`src/rtl/bus_cycle_engine.sv`:
```
// bus_cycle_engine: runs one CPU request as little-endian 8-bit T1/T2/T3/TW/T4 bus cycles.
// Define BUS_CYCLE_TIMEOUT_EN to abort a byte cycle after TIMEOUT_CYC ready-low TW cycles.
module bus_cycle_engine #(
  parameter int ADDR_W      = 20,
  parameter int MAX_BYTES   = 2,
  parameter int MIN_WAIT    = 0,
  parameter int TIMEOUT_CYC = 255
) (
  input  logic                           clk,
  input  logic                           rst,
  input  logic                           req_valid,
  output logic                           req_ready,
  input  logic                           req_write,
  input  logic                           req_io,
  input  logic                           req_sext,
  input  logic [$clog2(MAX_BYTES+1)-1:0] req_bytes,
  input  logic [ADDR_W-1:0]              req_addr,
  input  logic [8*MAX_BYTES-1:0]         req_wdata,
  output logic                           rsp_valid,
  output logic [8*MAX_BYTES-1:0]         rsp_rdata,
  output logic                           rsp_err,
  output logic [ADDR_W-1:0]              addr_o,
  output logic [7:0]                     ad_o,
  output logic                           ad_oe,
  input  logic [7:0]                     ad_i,
  input  logic                           ready,
  output logic                           ale,
  output logic                           rd_n,
  output logic                           wr_n,
  output logic                           den_n,
  output logic                           dtr,
  output logic                           iom
);
  localparam int CNT_W  = $clog2(MAX_BYTES + 1);
  localparam int DATA_W = 8 * MAX_BYTES;
  localparam int K_W    = (MAX_BYTES > 1) ? $clog2(MAX_BYTES) : 1;
  localparam int WAIT_W = (MIN_WAIT > 0) ? $clog2(MIN_WAIT + 1) : 1;

  if (MAX_BYTES < 1 || TIMEOUT_CYC < 1 || ADDR_W < 8) begin : g_bad_cfg
    $error("bus_cycle_engine: MAX_BYTES and TIMEOUT_CYC must be >= 1, ADDR_W >= 8");
  end

  typedef enum logic [2:0] {S_IDLE, S_T1, S_T2, S_T3, S_TW, S_T4} state_t;

  state_t            state_q, state_d;
  logic [K_W-1:0]    k_q, k_d, last_k_q, last_k_d;
  logic [WAIT_W-1:0] wait_q, wait_d;
  logic              write_q, write_d, io_q, io_d, sext_q, sext_d;
  logic [ADDR_W-1:0] base_q, base_d, addr_q, addr_d;
  logic [DATA_W-1:0] wdata_q, wdata_d, rdata_q, rdata_d;
  logic              req_ready_q, req_ready_d, rsp_valid_q, rsp_valid_d;
  logic [7:0]        ad_o_q, ad_o_d;
  logic              ad_oe_q, ad_oe_d, ale_q, ale_d, rd_n_q, rd_n_d, wr_n_q, wr_n_d;
  logic              den_n_q, den_n_d, dtr_q, dtr_d, iom_q, iom_d;
  logic [CNT_W-1:0]  req_cnt;
  logic              err_d, strobe;
`ifdef BUS_CYCLE_TIMEOUT_EN
  localparam int TO_W = $clog2(TIMEOUT_CYC + 1);
  logic [TO_W-1:0] to_q, to_d;
  logic            err_q;
`endif

  always_comb begin
    if (req_bytes == '0)                    req_cnt = CNT_W'(1);
    else if (req_bytes > CNT_W'(MAX_BYTES)) req_cnt = CNT_W'(MAX_BYTES);
    else                                    req_cnt = req_bytes;
  end

  always_comb begin
    state_d  = state_q;
    k_d      = k_q;
    last_k_d = last_k_q;
    wait_d   = wait_q;
    write_d  = write_q;
    io_d     = io_q;
    sext_d   = sext_q;
    base_d   = base_q;
    addr_d   = addr_q;
    wdata_d  = wdata_q;
    rdata_d  = rdata_q;
`ifdef BUS_CYCLE_TIMEOUT_EN
    to_d     = '0;
    err_d    = err_q;
`else
    err_d    = 1'b0;
`endif
    case (state_q)
      S_IDLE: begin
        if (req_valid && req_ready_q) begin
          state_d  = S_T1;
          k_d      = '0;
          last_k_d = K_W'(req_cnt - CNT_W'(1));
          write_d  = req_write;
          io_d     = req_io;
          sext_d   = req_sext && (req_cnt == CNT_W'(1));
          base_d   = req_addr;
          addr_d   = req_addr;
          wdata_d  = req_wdata;
          err_d    = 1'b0;
        end
      end
      S_T1: state_d = S_T2;
      S_T2: begin
        if (MIN_WAIT == 0) begin
          state_d = S_T3;
        end else begin
          state_d = S_TW;
          wait_d  = WAIT_W'(MIN_WAIT);
        end
      end
      S_T3, S_TW: begin
        // Forced waits run out before ready is even looked at.
        if (state_q == S_TW && wait_q != '0) begin
          wait_d = wait_q - WAIT_W'(1);
          if (wait_q == WAIT_W'(1)) state_d = S_T3;
        end else if (ready) begin
          state_d = S_T4;
          if (!write_q) begin
            for (int i = 0; i < MAX_BYTES; i++) begin
              if (i == int'(k_q))     rdata_d[8*i +: 8] = ad_i;
              else if (i > int'(k_q)) rdata_d[8*i +: 8] = sext_q ? {8{ad_i[7]}} : 8'h00;
            end
          end
        end else begin
          state_d = S_TW;
`ifdef BUS_CYCLE_TIMEOUT_EN
          if (state_q == S_TW) begin
            to_d = to_q + TO_W'(1);
            if (to_q == TO_W'(TIMEOUT_CYC - 1)) begin
              state_d = S_T4;
              err_d   = 1'b1;
              to_d    = '0;
              if (!write_q) begin
                for (int i = 0; i < MAX_BYTES; i++) begin
                  if (i >= int'(k_q)) rdata_d[8*i +: 8] = 8'hFF;
                end
              end
            end
          end
`endif
        end
      end
      S_T4: begin
        if (k_q != last_k_q && !err_d) begin
          state_d = S_T1;
          k_d     = k_q + K_W'(1);
          addr_d  = base_q + ADDR_W'(k_d);
        end else begin
          state_d = S_IDLE;
        end
      end
      default: state_d = S_IDLE;
    endcase

    // Pin values are computed for the state being entered so they come straight off flops.
    strobe      = (state_d == S_T2) || (state_d == S_T3) || (state_d == S_TW);
    req_ready_d = (state_d == S_IDLE);
    rsp_valid_d = (state_d == S_T4) && ((k_d == last_k_d) || err_d);
    ale_d       = (state_d == S_T1);
    rd_n_d      = !(strobe && !write_d);
    wr_n_d      = !(strobe && write_d);
    den_n_d     = !(strobe || state_d == S_T4);
    ad_oe_d     = (state_d == S_T1) || (write_d && state_d != S_IDLE);
    dtr_d       = (state_d == S_T1) ? write_d : dtr_q;
    iom_d       = (state_d == S_T1) ? io_d : iom_q;
    ad_o_d      = ad_o_q;
    if (state_d == S_T1)                     ad_o_d = addr_d[7:0];
    else if (write_d && state_d != S_IDLE)   ad_o_d = wdata_d[8*int'(k_d) +: 8];
  end

  always_ff @(posedge clk) begin
    if (rst) begin
      state_q     <= S_IDLE;
      k_q         <= '0;
      last_k_q    <= '0;
      wait_q      <= '0;
      write_q     <= 1'b0;
      io_q        <= 1'b0;
      sext_q      <= 1'b0;
      base_q      <= '0;
      addr_q      <= '0;
      wdata_q     <= '0;
      rdata_q     <= '0;
      req_ready_q <= 1'b0;
      rsp_valid_q <= 1'b0;
      ad_o_q      <= 8'h00;
      ad_oe_q     <= 1'b0;
      ale_q       <= 1'b0;
      rd_n_q      <= 1'b1;
      wr_n_q      <= 1'b1;
      den_n_q     <= 1'b1;
      dtr_q       <= 1'b1;
      iom_q       <= 1'b0;
`ifdef BUS_CYCLE_TIMEOUT_EN
      to_q        <= '0;
      err_q       <= 1'b0;
`endif
    end else begin
      state_q     <= state_d;
      k_q         <= k_d;
      last_k_q    <= last_k_d;
      wait_q      <= wait_d;
      write_q     <= write_d;
      io_q        <= io_d;
      sext_q      <= sext_d;
      base_q      <= base_d;
      addr_q      <= addr_d;
      wdata_q     <= wdata_d;
      rdata_q     <= rdata_d;
      req_ready_q <= req_ready_d;
      rsp_valid_q <= rsp_valid_d;
      ad_o_q      <= ad_o_d;
      ad_oe_q     <= ad_oe_d;
      ale_q       <= ale_d;
      rd_n_q      <= rd_n_d;
      wr_n_q      <= wr_n_d;
      den_n_q     <= den_n_d;
      dtr_q       <= dtr_d;
      iom_q       <= iom_d;
`ifdef BUS_CYCLE_TIMEOUT_EN
      to_q        <= to_d;
      err_q       <= err_d;
`endif
    end
  end

  assign req_ready = req_ready_q;
  assign rsp_valid = rsp_valid_q;
  assign rsp_rdata = rdata_q;
`ifdef BUS_CYCLE_TIMEOUT_EN
  assign rsp_err   = err_q;
`else
  assign rsp_err   = 1'b0;
`endif
  assign addr_o    = addr_q;
  assign ad_o      = ad_o_q;
  assign ad_oe     = ad_oe_q;
  assign ale       = ale_q;
  assign rd_n      = rd_n_q;
  assign wr_n      = wr_n_q;
  assign den_n     = den_n_q;
  assign dtr       = dtr_q;
  assign iom       = iom_q;

endmodule

```
`config.mk`:
```
export PLATFORM = sky130hd
export DESIGN_NAME = bus_cycle_engine
export DESIGN_NICKNAME = d
export VERILOG_FILES = /design/src/rtl/bus_cycle_engine.sv
export SDC_FILE = /design/constraint.sdc
export NUM_CORES = 1
export LEC_CHECK = 0
export BUFFER_PORTS_ARGS = -buffer_cell sky130_fd_sc_hd__buf_2
export CAP_MARGIN = 10
export CORE_ASPECT_RATIO = 0.8
export CORE_MARGIN = 3
export CORE_UTILIZATION = 53
export DETAILED_ROUTE_END_ITERATION = 8
export GPL_TIMING_DRIVEN = 0
export PLACE_DENSITY = 0.81
export SLEW_MARGIN = 5
export SYNTH_ARGS = -nofsm -noshare
export SYNTH_HDL_FRONTEND = slang
export SYNTH_SLANG_ARGS = --single-unit
```
`constraint.sdc`:
```
create_clock -name clk -period 2.3 [get_ports clk]
set_input_delay 0.115 -clock clk [delete_from_list [all_inputs] [get_ports clk]]
set_output_delay 0.115 -clock clk [all_outputs]
set_load 0.01 [all_outputs]
```
==> results of run 1 <==
[timing repair]
item / in CTS / in global routing
buffers inserted: 0 / 1
hold buffers: 24 / 0
endpoints found under the hold margin: 26 / 0
resized for setup: 2 / 4
pin swaps: 0 / 1
setup endpoints to repair: 12 / 6
[final cells by class]
cell class,count,area (sq um)
buffer,33,178
clock buffer,12,155
clock inverter,4,50.0
fill,582,2210
inverter,8,30.0
multi-input combinational,357,2050
sequential,98,1960
tap,105,131
timing repair buffer,128,763
[report_power, final]
part | switching (uW) | internal (uW) | total [uW]
clock network | 594 | 561 | 1160
logic | 437 | 312 | 749
registers | 98.0 | 1830 | 1930
total | 1130 | 2710 | 3840
[per-layer routing]
metal / GRT usage / vias to the layer above
met4: 0.0965 / 0
met1: 0.366 / 1993
met5: 0 / -
met3: 0.0760 / 17
li1: - / 1996
met2: 0.428 / 194
[placed cells by master, fill, tap and decap left out, types with 5 or more instances in the layout]
master,Yosys,final
buf_4,6,7
a211oi_1,9,9
xnor2_1,7,7
buf_2,9,112
a21oi_1,49,49
nand3_1,7,6
inv_1,8,7
nor2_1,34,34
o21ai_0,7,7
clkbuf_8,0,11
nor3_1,7,7
clkbuf_1,14,15
dfxtp_1,98,98
mux2i_1,16,16
dlygate4sd3_1,0,24
xor2_1,8,8
nand2b_1,5,5
nand2_1,118,118
a31oi_1,18,18
a22oi_1,6,6
[worst paths after layout]
| check | start | end | slack (ns) | depth (start not counted) |
|---|---|---|---|---|
| max | k_q$_SDFF_PP0_ | addr_o[16]$_SDFFE_PP0P_ | 0.08 | 9 |
| min | ad_i[6] | rsp_rdata[14]$_SDFFE_PP0P_ | 0.008 | 3 |
| max reg2reg | k_q$_SDFF_PP0_ | addr_o[16]$_SDFFE_PP0P_ | 0.08 | 9 |
| min reg2reg | wdata_q[11]$_SDFF_PP0_ | wdata_q[11]$_SDFF_PP0_ | 0.46 | 2 |
[worst reg2reg max path, delay by kind of cell, from the launching register on]
| family | cells | cell delay (ns) |
|---|---|---|
| AOI/OAI and AO/OA | 3 | 0.47 |
| adders and majority gates | 2 | 0.44 |
| buffers and inverters | 2 | 0.31 |
| DFF | 1 | 0.35 |
| and+or+nand+nor | 2 | 0.51 |
[sequential cells by signal, indices dropped and copies added (netlist names)]
signal	flops
addr_o	20
base_q	20
rsp_rdata	16
wdata_q	16
ad_o	8
state_q	3
ad_oe	1
ale	1
den_n	1
dtr	1
io_q	1
iom	1
k_q	1
last_k_q	1
rd_n	1
req_ready	1
rsp_valid	1
sext_q	1
wait_q	1
wr_n	1
write_q	1
[stage by stage]
step / worst slack [ns] / power, uW
finish: 0.0831 / 3840
CTS: 0.0266 / 3830
global placement: -0.192 / 2640
floorplan: 0.213 / 2400
global route: 0.00587 / 3990
detailed placement: -0.216 / 2670
[cells by family (layout without fill, tap and decap cells)]
family | Yosys count | in the layout
compound gates | 111 | 111
xor+xnor | 15 | 15
fa+ha+maj | 2 | 2
buf+inv | 41 | 185
flops | 98 | 98
mux | 18 | 18
other cells | 1 | 1
simple gates | 210 | 210
==> flow_metrics.py, run 1 <==
metrics = {
    "timing": {
        "finalHoldViolations": 0,
        "max_slew_margin": 0.585,
        "period_minus_slack_ns": 2.22,
        "finalSetupViolations": 0,
        "setup_tns_ns": 0,
        "worst_pin_slew_ns": 0.622,
        "finClkSkew_ns": 0.00943,
        "fin_crit_sh": 0.964,
        "clock.fmax_ghz": 0.451,
        "whs_ns": 0.00759,
        "rsz0062_at_grt": "no",
        "drv_slew": 0,
    },
    "final_layout": {
        "final_area_sq_mm": 0.00532,
        "final_cell_count_no_fill": 745,
        "layout-drive-gt1-share": 0.242,
        "area.growth.synth_to_final_pct": 26.6,
        "nets": 690,
        "utilization": 0.707,
        "n_antenna_cell": 0,
    },
    "clock_tree": {
        "clockBufferDepth": 2,
        "clock-root-buffer": "clkbuf_8",
        "cts_sinks": 98,
        "cts_buffers": 9,
        "worst_skew_pair.late_latency_ns": 0.37,
        "cts_tree": "yes",
        "htree_levels": 3,
        "cts.reportedPaths.clkPinSlew_ns": 0.09,
    },
    "critical_path": {
        "timing.critical_path.buf_inv": 2,
        "criticalPathCategory": "reg -> reg",
        "crit_path_end_kind": "register",
        "critPathArrivalTime_ns": 2.46,
        "cp_top_family": "simple AND/OR/NAND/NOR gates",
        "slowest_delay_ns": 0.37,
        "critPathRequiredTime_ns": 2.54,
        "path_cells": "clkbuf_4, inv_2, ha_1, ha_2, nand3_4, or3_1, o21a_1, o21ai_0, a31oi_1",
        "critPathMaxFanout": 10,
        "crit_path_top_delay_cell": "or3_1",
        "critPathLaunchType": "register",
    },
    "global_routing": {
        "grt_first_pass_wirelength_um": 19600,
        "antenna_found_initial": 0,
        "grt-ovfl-total": 0,
        "grt_pass1_vias": 4023,
        "grt_start_max_net_pins": 16,
        "track_usage": 0.273,
    },
    "synthesis": {
        "ys_seq_area_frac": 0.467,
        "synth_most_common_cell": "nand2_1",
        "syn_inst": 496,
        "yosys.area.top_type": "dfxtp_1",
        "synth_compound_area_frac": 0.164,
        "synth_xor_xnor_area_share": 0.0313,
        "synth_async_sr_flop_share": 0,
        "syn_nets": 551,
        "synth_area_sq_mm": 0.00420,
        "synth_edf_count": 0,
        "synth_common_cells": "nand2_1 (118), dfxtp_1 (98), a21oi_1 (49), nor2_1 (34), a31oi_1 (18)",
        "synth.area.mux_share": 0.0443,
        "synth_cell_types": 60,
        "syn_avg_cell_area_sq_um": 8.48,
        "synth_simple_gate_area_frac": 0.238,
        "ys.flop_type": "dfxtp_1",
        "synth_top_family_by_area": "simple AND/OR/NAND/NOR gates",
        "ys_seq_elements": 98,
        "ys_top_cells_by_area": "dfxtp_1 (47%), nand2_1 (11%), a21oi_1 (5.8%)",
        "synth_top_area_share": 0.467,
        "synth_warnings": 0,
        "synthAdderAreaFrac": 0.00595,
    },
    "place": {
        "hpwl_um": 8780,
        "gp_congestion": 0.900,
        "dpl-instance-area_sq_mm": 0.00485,
        "portBuffers": 103,
        "dpl.cell_count": 704,
    },
    "floorplanning": {
        "num_rows": 28,
        "initial_core_util": 0.558,
        "core-area_sq_mm": 0.00753,
        "ioPinCount": 107,
        "die_area_sq_mm": 0.00904,
        "dieHeight_um": 85.7,
        "chipWidth_um": 106,
    },
    "detailed_routing": {
        "dr_wl_met3_um": 1070,
        "dr.first_iter.drc_count": 291,
        "route.met2.wl_um": 5510,
        "via_per_inst": 5.64,
        "drt_pass1_iterations": 5,
        "drcViolationCount": 0,
        "route.detailed.wl_per_inst_um": 16.3,
        "ant_nets": 0,
        "met1Wirelength_um": 5410,
        "routed.top_layer": "met4",
        "wl_um": 12200,
        "dr_total_vias": 4200,
    },
    "power": {
        "ir_drop_uv": 404,
        "p_leak_uw": 0.00210,
        "power_density_mw_per_mm2": 721,
    },
    "worst_hold_path": {
        "hold_class": "in -> reg",
    },
    "run": {
        "cap_violations": 0,
    },
    "run_status": {
        "status": "finished clean",
    },
}
(Power assumes the default switching activity.)
==> run 2: changes to the inputs <==
Settings changed: CORE_MARGIN 3 to 8.
==> run 2 against run 1 <==
Against the previous run: routed wire length is 1.5% higher; design area is 2.6% lower; die area is 22% higher; critical path type unchanged; largest cell class unchanged; combinational power decreased by 2%; critical endpoint unchanged; sequential cell count unchanged; setup slack got worse by 0.0034 ns; clock skew is 0.00064 ns lower; global-route usage fell by 4.9 points.
==> flow_metrics.py, run 2 (synthesis gave the netlist of run 1 again) <==
metrics = {
    "final_layout": {
        "final_cell_count_no_fill": 733,
        "nets": 675,
        "final_cell_mix": "nand2_1 (118), buf_2 (112), dfxtp_1 (97), a21oi_1 (49), nor2_1 (34)",
        "final_area_sq_mm": 0.00518,
        "n_antenna_cell": 0,
        "final_common_cell": "nand2_1",
        "multi_input_area_sq_mm": 0.00204,
        "layout-drive-gt1-share": 0.243,
        "regArea_sq_mm": 0.00196,
        "area.growth.synth_to_final_pct": 23.3,
        "utilization": 0.665,
        "fillCellCount": 640,
    },
    "clock_tree": {
        "cts_buffers": 9,
        "htree_levels": 3,
        "worst_skew_pair.late_latency_ns": 0.36,
        "cts.reportedPaths.clkPinSlew_ns": 0.09,
        "cts_tree": "yes",
        "cts_sinks": 98,
        "postCtsSetupBuffers": 0,
        "clockBufferDepth": 2,
        "clock-root-buffer": "clkbuf_8",
    },
    "run_status": {
        "status": "finished clean",
    },
    "worst_hold_path": {
        "hold_class": "in -> reg",
        "worstHoldStart": "ad_i[1]",
    },
    "detailed_routing": {
        "via_per_inst": 5.65,
        "wl_um": 12400,
        "route.detailed.wl_per_inst_um": 16.9,
        "ant_nets": 0,
        "drt_pass1_iterations": 5,
        "dr.first_iter.drc_count": 381,
        "dr_total_vias": 4144,
        "drcViolationCount": 0,
    },
    "timing": {
        "rsz0062_at_grt": "no",
        "finalHoldViolations": 0,
        "worst_pin_slew_ns": 0.621,
        "period_minus_slack_ns": 2.22,
        "max_slew_margin": 0.586,
        "clock.fmax_ghz": 0.450,
        "fin_crit_sh": 0.965,
        "finClkSkew_ns": 0.00879,
        "finalSetupViolations": 0,
        "drv_slew": 0,
        "setup_tns_ns": 0,
    },
    "critical_path": {
        "r2r_start": "k_q$_SDFF_PP0_",
        "slowest_delay_ns": 0.41,
        "critPathLaunchType": "register",
        "path_common_cell": "ha_1",
        "critPathRequiredTime_ns": 2.53,
        "critPathMaxFanout": 12,
        "critPathArrivalTime_ns": 2.45,
        "setup.worst_path.start": "k_q$_SDFF_PP0_",
        "path_cells": "inv_1, ha_1, ha_1, nand3_2, or3_1, o21a_1, o21ai_0, a31oi_1",
        "crit_path_top_delay_cell": "dfxtp_2",
        "criticalPathCategory": "reg -> reg",
        "crit_path_end_kind": "register",
    },
    "place": {
        "gp_congestion": 0.878,
        "dpl-instance-area_sq_mm": 0.00485,
        "portBuffers": 103,
        "dpl.cell_count": 707,
        "hpwl_um": 9280,
    },
    "global_routing": {
        "grt_first_pass_wirelength_um": 19300,
        "grt-ovfl-total": 0,
        "grt_start_max_net_pins": 17,
        "track_usage": 0.224,
        "antenna_found_initial": 0,
        "grt_pass1_vias": 3900,
    },
    "floorplanning": {
        "initial_core_util": 0.539,
        "ioPinCount": 107,
        "chipWidth_um": 116,
        "core-area_sq_mm": 0.00780,
        "die_area_sq_mm": 0.0111,
        "dieHeight_um": 95.7,
        "num_rows": 29,
    },
    "power": {
        "power_density_mw_per_mm2": 747,
        "p_leak_uw": 0.00204,
        "p_total_uw": 3870,
        "ir_drop_uv": 406,
    },
    "run": {
        "cap_violations": 0,
    },
}
## run 2: cell count changes in the layout (fill, tap and decap cells not counted), sizes merged
cell and change:
inv +1, clkinvlp -1, buf -1, bufinv +1
dlygate4sd3 -13, clkbuf -3, clkinv +1
## run 2: where the power goes
part / internal, uW / switching, uW
clock: 617 / 590
combinational: 298 / 437
sequential: 1830 / 96.7
## run 2: final timing paths
kind	end	slack [ns]	cells after the start
worst max register to register	addr_o[16]$_SDFFE_PP0P_	0.08	8
worst max-delay path	addr_o[16]$_SDFFE_PP0P_	0.08	8
worst min register to register	io_q$_SDFF_PP0_	0.46	2
worst min-delay path	rsp_rdata[1]$_SDFFE_PP0P_	0.01	3
## run 2: repair_timing
action                     in CTS  in global routing
hold buffers                   11                  0
gates resized for setup         1                  1
hold endpoints to repair       11                  0
pin swaps                       0                  0
setup endpoints to repair       9                  4
## run 2: per-stage QoR
step	hold slack (ns)	setup WS, ns
2_1_floorplan	0.251	0.213
3_3_place_gp	0.361	-0.185
3_5_place_dp	0.362	-0.227
4_1_cts	0.00378	0.0302
5_1_grt	0.0100	0.0361
6_report	0.0131	0.0797
## run 2: worst max-delay path, delay by kind of cell, from the launching register on
family          cells  cell delay [ns]
simple gates        2             0.61
compound gates      3             0.45
flops               1             0.41
fa+ha+maj           2             0.45
buf+inv             1             0.15
## run 2: final cells by class
type | count | share of cell area
sequential | 98 | 0.379
clock buffer | 10 | 0.0246
buffer | 32 | 0.0328
timing repair buffer | 114 | 0.121
clock inverter | 6 | 0.0174
multi-input combinational | 357 | 0.394
tap | 108 | 0.0261
inverter | 8 | 0.00579
## run 2: layer usage
layer | track usage | routed length, um | vias to the layer above
met4 | 0.0709 | 222 | 0
met5 | 0 | 0 | -
met1 | 0.295 | 5300 | 1949
met2 | 0.353 | 5570 | 198
met3 | 0.0589 | 1260 | 26
li1 | - | - | 1971
